`config.mk`:
```
export PLATFORM = sky130hd
export DESIGN_NAME = alu_addsub_serial_flat
export DESIGN_NICKNAME = d
export VERILOG_FILES = /design/src/rtl/alu_addsub_serial_if.sv /design/src/rtl/alu_addsub_serial.sv /design/src/flat_wrapper.sv
export SDC_FILE = /design/constraint.sdc
export NUM_CORES = 1
export LEC_CHECK = 0
export BUFFER_PORTS_ARGS = -buffer_cell sky130_fd_sc_hd__buf_2
export CORE_AREA = 2 2 86 55
export DETAILED_ROUTE_END_ITERATION = 6
export DIE_AREA = 0 0 88 57
export PLACE_DENSITY = 0.67
export RECOVER_POWER = 25
export SYNTH_ARGS = -nofsm -noshare
export SYNTH_HDL_FRONTEND = slang
export SYNTH_SLANG_ARGS = --single-unit
export TNS_END_PERCENT = 50
```
`constraint.sdc`:
```
create_clock -name i_clk -period 8.23 [get_ports i_clk]
set_input_delay 0.4115 -clock i_clk [delete_from_list [all_inputs] [get_ports i_clk]]
set_output_delay 0.4115 -clock i_clk [all_outputs]
set_load 0.05 [all_outputs]
```
`src/rtl/alu_addsub_serial_if.sv`:
```
// Start/busy/valid handshake plus operands and flags between the control unit
// and the slice-serial add/subtract unit.
interface alu_addsub_serial_if #(
    parameter int SIZE = 8
);
    logic            i_start;
    logic            i_sub;
    logic            i_cin;
    logic [SIZE-1:0] i_s1;
    logic [SIZE-1:0] i_s2;
    logic            o_busy;
    logic            o_valid;
    logic [SIZE-1:0] o_result;
    logic            o_carry;
    logic            o_overflow;
    logic            o_zero;

    modport master (
        output i_start, i_sub, i_cin, i_s1, i_s2,
        input  o_busy, o_valid, o_result, o_carry, o_overflow, o_zero
    );

    modport slave (
        input  i_start, i_sub, i_cin, i_s1, i_s2,
        output o_busy, o_valid, o_result, o_carry, o_overflow, o_zero
    );
endinterface

```
`src/rtl/alu_addsub_serial.sv`:
```
// Slice-serial add/subtract: SLICE bits per clock, carry held in a register
// between slices, flags and result published on entry to DONE.
module alu_addsub_serial #(
    parameter int SIZE  = 8,
    parameter int SLICE = 2
) (
    input  logic               i_clk,
    input  logic               i_rst,
    alu_addsub_serial_if.slave bus
);
    localparam int N  = SIZE / SLICE;
    localparam int CW = (N > 1) ? $clog2(N) : 1;

    typedef enum logic [1:0] {IDLE, RUN, DONE} state_t;

    state_t          state, state_next;
    logic [SIZE-1:0] s1_q, s2_q, acc_q, acc_next, result_q;
    logic [CW-1:0]   cnt_q;
    logic            carry_q, carry_out_q, overflow_q, zero_q;
    logic [SLICE-1:0] a_slice, b_slice;
    logic [SLICE:0]  slice_sum;
    logic            last_slice, accept, msb_cin;

    assign last_slice = (cnt_q == CW'(N - 1));
    assign accept     = bus.i_start && (state != RUN);

    // Slice select and write-back as a constant-indexed mux over all slices.
    always_comb begin
        a_slice  = '0;
        b_slice  = '0;
        acc_next = acc_q;
        for (int k = 0; k < N; k++) begin
            if (cnt_q == CW'(k)) begin
                a_slice = s1_q[k*SLICE +: SLICE];
                b_slice = s2_q[k*SLICE +: SLICE];
            end
        end
        slice_sum = {1'b0, a_slice} + {1'b0, b_slice} + {{SLICE{1'b0}}, carry_q};
        for (int k = 0; k < N; k++) begin
            if (cnt_q == CW'(k)) acc_next[k*SLICE +: SLICE] = slice_sum[SLICE-1:0];
        end
    end

    // Carry into the top bit recovered from that bit's sum: s = a ^ b ^ cin.
    assign msb_cin = slice_sum[SLICE-1] ^ a_slice[SLICE-1] ^ b_slice[SLICE-1];

    always_ff @(posedge i_clk) begin
        if (i_rst) state <= IDLE;
        else       state <= state_next;
    end

    always_comb begin
        state_next = state;
        unique case (state)
            IDLE:    if (bus.i_start) state_next = RUN;
            RUN:     if (last_slice) state_next = DONE;
            DONE:    state_next = bus.i_start ? RUN : IDLE;
            default: state_next = IDLE;
        endcase
    end

    // NOTE: every slice of the accumulator is rewritten per pass, so it is not cleared on accept.
    always_ff @(posedge i_clk) begin
        if (i_rst) begin
            s1_q        <= '0;
            s2_q        <= '0;
            acc_q       <= '0;
            cnt_q       <= '0;
            carry_q     <= 1'b0;
            result_q    <= '0;
            carry_out_q <= 1'b0;
            overflow_q  <= 1'b0;
            zero_q      <= 1'b0;
        end else if (accept) begin
            s1_q    <= bus.i_s1;
            s2_q    <= bus.i_sub ? ~bus.i_s2 : bus.i_s2;
            carry_q <= bus.i_cin ^ bus.i_sub;
            cnt_q   <= '0;
        end else if (state == RUN) begin
            acc_q   <= acc_next;
            carry_q <= slice_sum[SLICE];
            cnt_q   <= last_slice ? '0 : cnt_q + 1'b1;
            if (last_slice) begin
                result_q    <= acc_next;
                carry_out_q <= slice_sum[SLICE];
                overflow_q  <= msb_cin ^ slice_sum[SLICE];
                zero_q      <= (acc_next == '0);
            end
        end
    end

    assign bus.o_busy     = (state == RUN);
    assign bus.o_valid    = (state == DONE);
    assign bus.o_result   = result_q;
    assign bus.o_carry    = carry_out_q;
    assign bus.o_overflow = overflow_q;
    assign bus.o_zero     = zero_q;
endmodule

```
`src/flat_wrapper.sv`:
```
// flat-port wrapper written by rule: the top's interface ports become plain ports
module alu_addsub_serial_flat 
#(
    parameter int SIZE  = 8,
    parameter int SLICE = 2
)
  (i_clk, i_rst, bus_i_start, bus_i_sub, bus_i_cin, bus_i_s1, bus_i_s2, bus_o_busy, bus_o_valid, bus_o_result, bus_o_carry, bus_o_overflow, bus_o_zero);
  alu_addsub_serial_if #(.SIZE(SIZE)) bus_i ();
  input  logic i_clk;
  input  logic i_rst;
  input wire logic [$bits(bus_i.i_start)-1:0] bus_i_start;
  input wire logic [$bits(bus_i.i_sub)-1:0] bus_i_sub;
  input wire logic [$bits(bus_i.i_cin)-1:0] bus_i_cin;
  input wire logic [$bits(bus_i.i_s1)-1:0] bus_i_s1;
  input wire logic [$bits(bus_i.i_s2)-1:0] bus_i_s2;
  output wire logic [$bits(bus_i.o_busy)-1:0] bus_o_busy;
  output wire logic [$bits(bus_i.o_valid)-1:0] bus_o_valid;
  output wire logic [$bits(bus_i.o_result)-1:0] bus_o_result;
  output wire logic [$bits(bus_i.o_carry)-1:0] bus_o_carry;
  output wire logic [$bits(bus_i.o_overflow)-1:0] bus_o_overflow;
  output wire logic [$bits(bus_i.o_zero)-1:0] bus_o_zero;
  assign bus_i.i_start = bus_i_start;
  assign bus_i.i_sub = bus_i_sub;
  assign bus_i.i_cin = bus_i_cin;
  assign bus_i.i_s1 = bus_i_s1;
  assign bus_i.i_s2 = bus_i_s2;
  assign bus_o_busy = bus_i.o_busy;
  assign bus_o_valid = bus_i.o_valid;
  assign bus_o_result = bus_i.o_result;
  assign bus_o_carry = bus_i.o_carry;
  assign bus_o_overflow = bus_i.o_overflow;
  assign bus_o_zero = bus_i.o_zero;
  alu_addsub_serial #(.SIZE(SIZE), .SLICE(SLICE)) u_core (.i_clk(i_clk), .i_rst(i_rst), .bus(bus_i));
endmodule
```
==> out/metrics.cfg <==
[outcome]
outcome=finished, final reports clean

[floorplan]
die_area_um2=5016
start_util_pct=42.25
die_w_um=88
coreArea_um2=4303
rows=19
fp.dieH_um=57
io-pin-count=34

[worst_setup_path]
r2r-start=u_core.cnt_q[0]
r2r_end=u_core.bus.o_overflow
crit_arrival_ns=3.66
regToRegSetupSlack_ns=4.77
crit_fanout=13
start_kind=register
required_ns=8.43
worstSetupPathType=reg2reg
reg2reg_depth=12
crit_path_end_kind=register

[cts]
insertion_delay_ns=0.29
cts_sinks=38
cts_made_buffers=5
ctsHtreeMaxLevel=2
path_clk_slew_ns=0.07
postCtsSetupRepairBufs=0
postCtsHoldBufs=0
cts_tree=done
cts_buffer_depth=2
root_buffer=clkbuf_8
cts_resized=0

[logic_synthesis]
async_flop_share_pct=0
ys_seq_area_share_pct=41.84
synth_nets=240
synth_cell_types=36
netlist.area_leader.share_pct=41.84
synth_edf_count=0
synth.avg_cell_area_um2=8.535
ys_warn_count=0
synth_seq_cells=38
ys.flop_type=dfxtp_1
synthTopCellsByArea=dfxtp_1 (42%), a21oi_1 (7.4%), nand2_1 (6.0%), xnor2_1 (5.3%), nor2_1 (4.5%)
yosysTopAreaCell=dfxtp_1
netlist_area_um2=1818
synth_cells=213

[placed_design]
gp_congestion=0.7525
dp_hpwl_mm=2.617
port_buffers=33
pre_cts_ws_ns=4.782

[global_routing]
use_met1_pct=26.61
use_met2_pct=18.94
grt_busiest_layer=met1
overflow=0
grt_usage_pct=15.88
grt_max_degree=40
antenna_found_initial=0
grt_pass1_wl_mm=6.154
grt_pass1_vias=1254
use_met3_pct=4.342

[timing]
fmax_ghz=0.2891
tightest_slew_ns=0.7178
skew_ns=0.002909
fin_setup_tns_ns=0
slew-limit-headroom_pct=52.15
layout_setup_ws_ns=4.771
whs_ns=0.3494
rsz0062_at_grt=no
final_hold_viol_count=0
fin_crit_sh_pct=42.03
slew_viol_final=0
fin_crit_ns=3.459
setup_violations=0

[power_and_ir_drop]
ir_worst_vdd_uv=76.82
power_density_nw_per_um2=192.3
power.leakage_nw=0.7401

[worst_hold_path]
hp-class=in2reg
worstHoldStart=bus_i_s1[4]
min_path_cells=3
min_to=u_core.s1_q[4]

[detailed_routing]
drtPass1Iterations=4
drt_wl_total_mm=3.738
vias=1479
drt_iter0_drc=52
via_per_inst=4.963
drc=0
ant_nets=0
drt-wirelength-per-cell_um=12.54

[run]
drv_cap=0

[cells_and_area]
finalNetCount=261
area.growth.synth_to_final_pct=12.80
drive_gt1_share_pct=14.04
antennaDiodeCount=0

-- how the worst max path moves through the flow --
stage / startpoint / end / cells after the start
after global placement: u_core.cnt_q[1] / u_core.bus.o_overflow / 12
after detailed placement: u_core.cnt_q[1] / u_core.bus.o_overflow / 12
after global routing: u_core.cnt_q[0] / u_core.bus.o_overflow / 12
after CTS: u_core.cnt_q[1] / u_core.bus.o_overflow / 12
final: u_core.cnt_q[0] / u_core.bus.o_overflow / 12
after floorplan: u_core.cnt_q[0] / u_core.bus.o_overflow / 14
-- cell type report --
class	instances	area, um2
Fill cell	434	2252
Multi-Input combinational cell	150	942.2
Sequential cell	38	760.7
Timing Repair Buffer	34	158.9
Clock buffer	7	86.33
Tap cell	63	78.83
Inverter	5	18.77
Clock inverter	1	5.005
-- cell usage after synthesis, types with 2 or more instances --
cell and number:
a21oi_1 27, buf_2 8, fa_1 2, nor2_1 22
nand2b_1 2, o211ai_1 5, nor3_1 2, o21a_1 2
mux2i_1 5, dfxtp_1 38, a311oi_1 6, and3b_1 4
o21ai_1 4, nand2_1 29, nor2b_1 2, buf_1 2
inv_1 5, xnor2_1 11, ha_1 4, a211oi_1 10
clkbuf_1 8
-- flip-flops by register name, summed over array words and instances (netlist names) --
register,cells
u_core.bus.o_zero,1
u_core.acc_q,6
u_core.bus.o_result,8
u_core.s1_q,8
u_core.bus.o_overflow,1
u_core.s2_q,8
u_core.state,2
u_core.bus.o_carry,1
u_core.cnt_q,2
u_core.carry_q,1
-- logic make-up (layout without fill, tap and decap cells) --
kind of cell | after synthesis | in the layout | share of synthesized area (%)
compound gates | 60 | 60 | 21.75
xor+xnor | 11 | 11 | 5.299
fa+ha+maj | 6 | 6 | 4.955
buf+inv | 25 | 47 | 6.332
flops | 38 | 38 | 41.84
mux | 5 | 5 | 2.753
simple gates | 68 | 68 | 17.07
-- power by group --
group	internal (W)	switching (W)
Sequential	0.000192	0.00000572
Clock	0.0000676	0.0000636
Combinational	0.0000262	0.0000387
-- metal layers --
layer,wire (um),vias to the layer above
li1,-,776
met5,0,-
met1,2155,657
met3,218,3
met4,28,0
met2,1336,43
-- worst max-delay path, cell delays in order (launching register included) --
cell      delay, ns
dfxtp_1        0.33
inv_1          0.13
ha_1           0.44
and3b_1        0.22
a21oi_1        0.04
o21ai_1        0.13
mux2i_1        0.11
fa_1           0.42
fa_1           0.70
xnor2_1        0.18
xnor2_1        0.10
or3_1          0.32
a311oi_2       0.25
-- cells in the final DEF, fill, tap and decap left out, types with 4 or more instances in the layout --
cell type	instances
and3b_1	4
buf_2	22
clkbuf_1	12
a311oi_1	6
inv_1	5
clkbuf_8	6
o211ai_1	5
a21oi_1	27
mux2i_1	5
ha_1	4
xnor2_1	11
dfxtp_1	38
nand2_1	29
o21ai_1	4
a211oi_1	10
nor2_1	22
-- metrics by stage --
stage | instances | utilization, % | total power (W) | area, um2
3_3_place_gp | 290 | 45.86 | 0.0002662 | 1973
3_5_place_dp | 290 | 45.86 | 0.0002672 | 1973
2_1_floorplan | 213 | - | 0.0002537 | 1818
5_1_grt | 298 | 47.66 | 0.0004161 | 2051
6_report | 298 | 47.66 | 0.0003943 | 2051
4_1_cts | 298 | 47.98 | 0.0003986 | 2064
No activity file was read; power rests on OpenSTA's default activity.
